--- src/rtl/pc_unit.sv ---
// ---------------------------------------------------------------------------
// pc_unit -- program counter with a small return-address stack (RAS)
//
// Computes the next program counter each cycle from one of five modes:
// sequential step, PC-relative branch, absolute jump, call (jump and push
// return address) and return (pop return address). The RAS is a circular
// LIFO. When it is full, a call overwrites the oldest entry. A return on an
// empty stack falls through to the sequential address. Either misuse raises
// a sticky error flag, and so does an undefined Sel code.
//
// Parameters
//   WIDTH         program counter width in bits
//   RESET_VECTOR  value State takes on reset
//   STEP          sequential increment
//   RAS_DEPTH     return-address-stack entries (power of 2, >= 2)
//
// Ports
//   Clk       in   clock, all state changes on the rising edge
//   Reset     in   asynchronous active-high reset
//   Stall     in   freeze all state when high
//   Sel       in   [2:0] next-PC mode: 0 SEQ, 1 BRANCH, 2 JUMP, 3 CALL, 4 RET
//   Offset    in   [WIDTH-1:0] signed branch displacement
//   Target    in   [WIDTH-1:0] absolute jump / call destination
//   State     out  [WIDTH-1:0] current program counter
//   NextSeq   out  [WIDTH-1:0] State + STEP (combinational)
//   RasEmpty  out  stack occupancy is zero
//   RasFull   out  stack occupancy is RAS_DEPTH
//   RasErr    out  sticky stack-misuse / illegal-mode flag
// ---------------------------------------------------------------------------
module pc_unit #(
    parameter int               WIDTH        = 32,
    parameter logic [WIDTH-1:0] RESET_VECTOR = '0,
    parameter int               STEP         = 4,
    parameter int               RAS_DEPTH    = 4
) (
    input  logic             Clk,
    input  logic             Reset,
    input  logic             Stall,
    input  logic [2:0]       Sel,
    input  logic [WIDTH-1:0] Offset,
    input  logic [WIDTH-1:0] Target,
    output logic [WIDTH-1:0] State,
    output logic [WIDTH-1:0] NextSeq,
    output logic             RasEmpty,
    output logic             RasFull,
    output logic             RasErr
);

    localparam int PTR_W = $clog2(RAS_DEPTH);
    localparam int CNT_W = $clog2(RAS_DEPTH + 1);

    localparam logic [CNT_W-1:0] CNT_MAX  = CNT_W'(RAS_DEPTH);
    localparam logic [CNT_W-1:0] CNT_ZERO = '0;
    localparam logic [CNT_W-1:0] CNT_ONE  = CNT_W'(1);
    localparam logic [PTR_W-1:0] PTR_ONE  = PTR_W'(1);

    localparam logic [2:0] SEL_SEQ    = 3'd0;
    localparam logic [2:0] SEL_BRANCH = 3'd1;
    localparam logic [2:0] SEL_JUMP   = 3'd2;
    localparam logic [2:0] SEL_CALL   = 3'd3;
    localparam logic [2:0] SEL_RET    = 3'd4;

    // Stack storage. It is kept small and read asynchronously because a
    // return has to see the top entry in the same cycle it is popped.
    logic [WIDTH-1:0] ras_mem [RAS_DEPTH];

    // ras_ptr_reg is the next slot to write. The top of the stack is at
    // ras_ptr_reg-1. Because the depth is a power of two, the pointer wraps
    // on its own. A call on a full stack therefore lands on the oldest entry.
    logic [PTR_W-1:0] ras_ptr_reg;
    logic [PTR_W-1:0] ras_ptr_next;
    logic [CNT_W-1:0] ras_cnt_reg;
    logic [CNT_W-1:0] ras_cnt_next;
    logic [PTR_W-1:0] ras_top_idx;
    logic [WIDTH-1:0] state_next;
    logic             err_next;
    logic             push_req;
    logic             push_en;

    assign NextSeq     = State + WIDTH'(STEP);
    assign RasEmpty    = (ras_cnt_reg == CNT_ZERO);
    assign RasFull     = (ras_cnt_reg == CNT_MAX);
    assign ras_top_idx = ras_ptr_reg - PTR_ONE;

    // Next-state decode. Stall is applied at the registers, not here.
    always_comb begin
        state_next   = State;
        ras_ptr_next = ras_ptr_reg;
        ras_cnt_next = ras_cnt_reg;
        err_next     = RasErr;
        push_req     = 1'b0;
        case (Sel)
            SEL_SEQ: begin
                state_next = NextSeq;
            end
            SEL_BRANCH: begin
                // In two's complement, the signed add is the same as the
                // unsigned add.
                state_next = State + Offset;
            end
            SEL_JUMP: begin
                state_next = Target;
            end
            SEL_CALL: begin
                state_next   = Target;
                push_req     = 1'b1;
                ras_ptr_next = ras_ptr_reg + PTR_ONE;
                if (ras_cnt_reg == CNT_MAX) begin
                    err_next = 1'b1;
                end else begin
                    ras_cnt_next = ras_cnt_reg + CNT_ONE;
                end
            end
            SEL_RET: begin
                if (ras_cnt_reg == CNT_ZERO) begin
                    state_next = NextSeq;
                    err_next   = 1'b1;
                end else begin
                    state_next   = ras_mem[ras_top_idx];
                    ras_ptr_next = ras_top_idx;
                    ras_cnt_next = ras_cnt_reg - CNT_ONE;
                end
            end
            default: begin
                err_next = 1'b1;
            end
        endcase
    end

    // The entry write is gated by Reset so that a call in flight when reset
    // arrives leaves no trace.
    assign push_en = push_req && !Stall && !Reset;

    always_ff @(posedge Clk or posedge Reset) begin
        if (Reset) begin
            State       <= RESET_VECTOR;
            ras_ptr_reg <= '0;
            ras_cnt_reg <= '0;
            RasErr      <= 1'b0;
        end else if (!Stall) begin
            State       <= state_next;
            ras_ptr_reg <= ras_ptr_next;
            ras_cnt_reg <= ras_cnt_next;
            RasErr      <= err_next;
        end
    end

    // Entry contents do not need a reset. Occupancy alone defines validity.
    always_ff @(posedge Clk) begin
        if (push_en) begin
            ras_mem[ras_ptr_reg] <= NextSeq;
        end
    end

endmodule

--- config.mk ---
export PLATFORM = sky130hd
export DESIGN_NAME = pc_unit
export DESIGN_NICKNAME = d
export VERILOG_FILES = /design/src/rtl/pc_unit.sv
export SDC_FILE = /design/constraint.sdc
export NUM_CORES = 1
export LEC_CHECK = 0
export CAP_MARGIN = 10
export CORE_MARGIN = 2
export CORE_UTILIZATION = 55
export CTS_CLUSTER_DIAMETER = 100
export DETAILED_ROUTE_END_ITERATION = 16
export GPL_TIMING_DRIVEN = 1
export PLACE_DENSITY = 0.81
export SYNTH_ARGS = -nofsm -noshare
export SYNTH_HDL_FRONTEND = slang
export SYNTH_SLANG_ARGS = --single-unit
--- constraint.sdc ---
create_clock -name Clk -period 4.61 [get_ports Clk]
set_input_delay 0.922 -clock Clk [delete_from_list [all_inputs] [get_ports Clk]]
set_output_delay 0.922 -clock Clk [all_outputs]
set_load 0.005 [all_outputs]
==> flow_summary.yaml <==
outcome:
  status: "finished clean"
grt:
  overflow: 0
  antenna_found_initial: 0
  grt_max_degree: 35
  grtUsageTotal_pct: 29.6
  grt_pass1_vias: 6932
  grt_pass1_wl_um: 39400
critical_path:
  worst_path_max_delay_cell: "clkdlybuf4s50_1"
  cpPeakStageDelay_ps: 590
  cp_cell_sequence: "nand4_2 > or4_4 > or4b_4 > nor3_1 > xor2_1 > clkdlybuf4s50_1"
  crit_family: "simple AND/OR/NAND/NOR gates"
  cp-end-kind: "output port"
  worstSetupPathType: "register to output port"
  worstPathArrival_ps: 3490
  crit_buf_inv: 1
  start_kind: "register"
  critical_path.max_fanout: 9
  worstPathRequired_ps: 3690
final_layout:
  regArea_um2: 4800
  drive_gt1_share_pct: 11.7
  fill_cells: 1121
  diodes: 0
  area_growth_pct: 24.9
  multi_input_area_um2: 4040
  largest_reg_flops: 128
  fin_util_pct: 70.7
  final_cell_area_um2: 11300
  layout.nets: 986
yosys:
  syn-num-nets: 845
  synth-seq-cells: 166
  yosysWarnings: 0
  ys_seq_area_share_pct: 53.1
  synthFlopType: "edfxtp_1"
  syn-cell-area_um2: 9030
  synth_top_area_cell: "edfxtp_1"
  syn_area_per_cell_um2: 12.2
  async_reset_ff_share_pct: 22.9
  synthTopCellsByCount: "edfxtp_1 (128), nor2_1 (54), nand2_1 (52)"
  synthCells: 737
  synth_cell_type_count: 68
  yosysMostFrequentCell: "edfxtp_1"
  synth_top_area_share_pct: 42.6
  synth_area_leaders: "edfxtp_1 (43%), dfrtp_1 (11%), mux4_2 (8.0%)"
  synth_edf_count: 128
route:
  avgRoutedWirePerCell_um: 22.9
  drcViolationCount: 0
  vias: 7050
  viasPerCell: 6.37
  wl_um: 25400
  dr.first_iter.drc_count: 916
  ant_nets: 0
  drtPass1Iterations: 5
sta:
  final.period_utilization_pct: 95.7
  max_freq_mhz: 227
  relSlewSlack_pct: 36.3
  setup_viol: 0
  timing.final.crit_period_ps: 4410
  tns_ps: 0
  report.final.slew_viol_count: 0
  rsz0062_at_grt: "false"
  skew_ps: 16.3
  finalHoldViolCount: 0
  tightest_slew_ps: 956
die:
  core_um2: 15900
  dieArea_um2: 17500
  die_h_um: 132
  dieWidth_um: 132
  start_util_pct: 56.6
  ioPinCount: 137
  core.rowCount: 46
power:
  p_leak_nw: 4.08
  swShare_pct: 36.3
  internal_power_w: 0.00378
  seqPwrFrac_pct: 35.0
  vdd_ir_drop_max_mv: 0.343
  power_density_nw_per_um2: 526
  power_frac_clock_pct: 22.9
  combinationalPowerShare_pct: 42.0
  switching_power_w: 0.00215
clocking:
  cts_hold_buf: 0
  cts_resized: 0
  cts_buffers: 17
  cts_tree: "yes"
  numClockSinks: 166
  cts_buffer_depth: 2
  clk_latency_ps: 440
  root_buffer: "clkbuf_16"
  post_cts_buffers: 0
  htreeDepth: 4
  path_clk_slew_ps: 70
place:
  portBuffers: 136
  gp_congestion: 0.974
  hpwl_um: 17800
  placed_cell_area_um2: 10700
worst_hold_path:
  hp-class: "register to register"
run:
  drv_cap: 0
==> worst register-to-register path, stage by stage (launching register included) <==
cell and delay (ps):
dfrtp_1 470, ha_1 250, fa_1 410, a21oi_1 240, o22ai_1 170, o31ai_2 340
o2111a_1 290, nor3_1 80, o41ai_1 510, o21ai_1 160, xor2_1 160, a221o_1 320
==> logic make-up (layout without fill, tap and decap cells) <==
| family | Yosys count | after routing | share of synthesized area, % |
|---|---|---|---|
| and+or+nand+nor | 190 | 190 | 10.4 |
| DFF | 166 | 166 | 53.1 |
| adders and majority gates | 38 | 38 | 5.43 |
| muxes | 34 | 34 | 8.21 |
| xor gates and xnor gates | 57 | 57 | 5.53 |
| buffers and inverters | 58 | 212 | 2.56 |
| AOI/OAI and AO/OA | 194 | 194 | 14.8 |
==> placed cells by master (no fill, tap or decap), drive strengths merged, types with 22 or more instances in the layout <==
master / n
nand2: 52
a21oi: 46
dfrtp: 38
nor2: 54
xor2: 22
o21ai: 36
inv: 31
mux4: 32
ha: 36
clkdlybuf4s50: 136
edfxtp: 128
xnor2: 35
==> power by group through the flow <==
stage                     combinational [W]  clock, W  sequential [W]
after global placement              0.00238         0         0.00208
after floorplan                     0.00157         0         0.00203
after CTS                           0.00247   0.00137         0.00207
final                               0.00249   0.00136         0.00208
after global routing                0.00270   0.00144         0.00210
after detailed placement            0.00244         0         0.00210
==> per-stage QoR <==
step	power [W]	std cells	hold WS [ps]	setup slack (ps)
final	0.00593	1107	476	197
after global routing	0.00624	1107	488	4.95
after CTS	0.00591	1107	474	151
after detailed placement	0.00454	1075	451	357
after global placement	0.00446	1075	440	421
after floorplan	0.00359	737	451	879
==> worst paths after layout <==
path	end	cells after the start	slack (ps)	start
max in group asynchronous	ras_ptr_reg[0]$_DFFE_PP0P_	3	2820	Reset
worst min-delay path	RasErr$_DFFE_PP0P_	1	480	RasErr$_DFFE_PP0P_
worst max register to register	State[30]$_DFFE_PP0P_	11	1100	State[0]$_DFFE_PP0P_
worst max-delay path	NextSeq[31]	6	200	State[7]$_DFFE_PP0P_
min in group asynchronous	State[29]$_DFFE_PP0P_	2	960	Reset
worst min register to register	RasErr$_DFFE_PP0P_	1	480	RasErr$_DFFE_PP0P_
==> layer usage <==
layer,up-vias,wire (um),global-route usage (%)
met3,60,2120,6.65
met5,-,0,0
met1,3474,10600,41.3
li1,3165,-,-
met4,0,796,11.1
met2,351,11900,45.8
==> area by class of cell <==
class,instances,share of cell area (%)
sequential,166,42.6
multi-input combinational,513,35.8
timing repair buffer,157,13.5
clock buffer,17,3.77
tap,216,2.40
clock inverter,15,1.22
inverter,23,0.766
No activity file was read; power rests on OpenSTA's default activity.
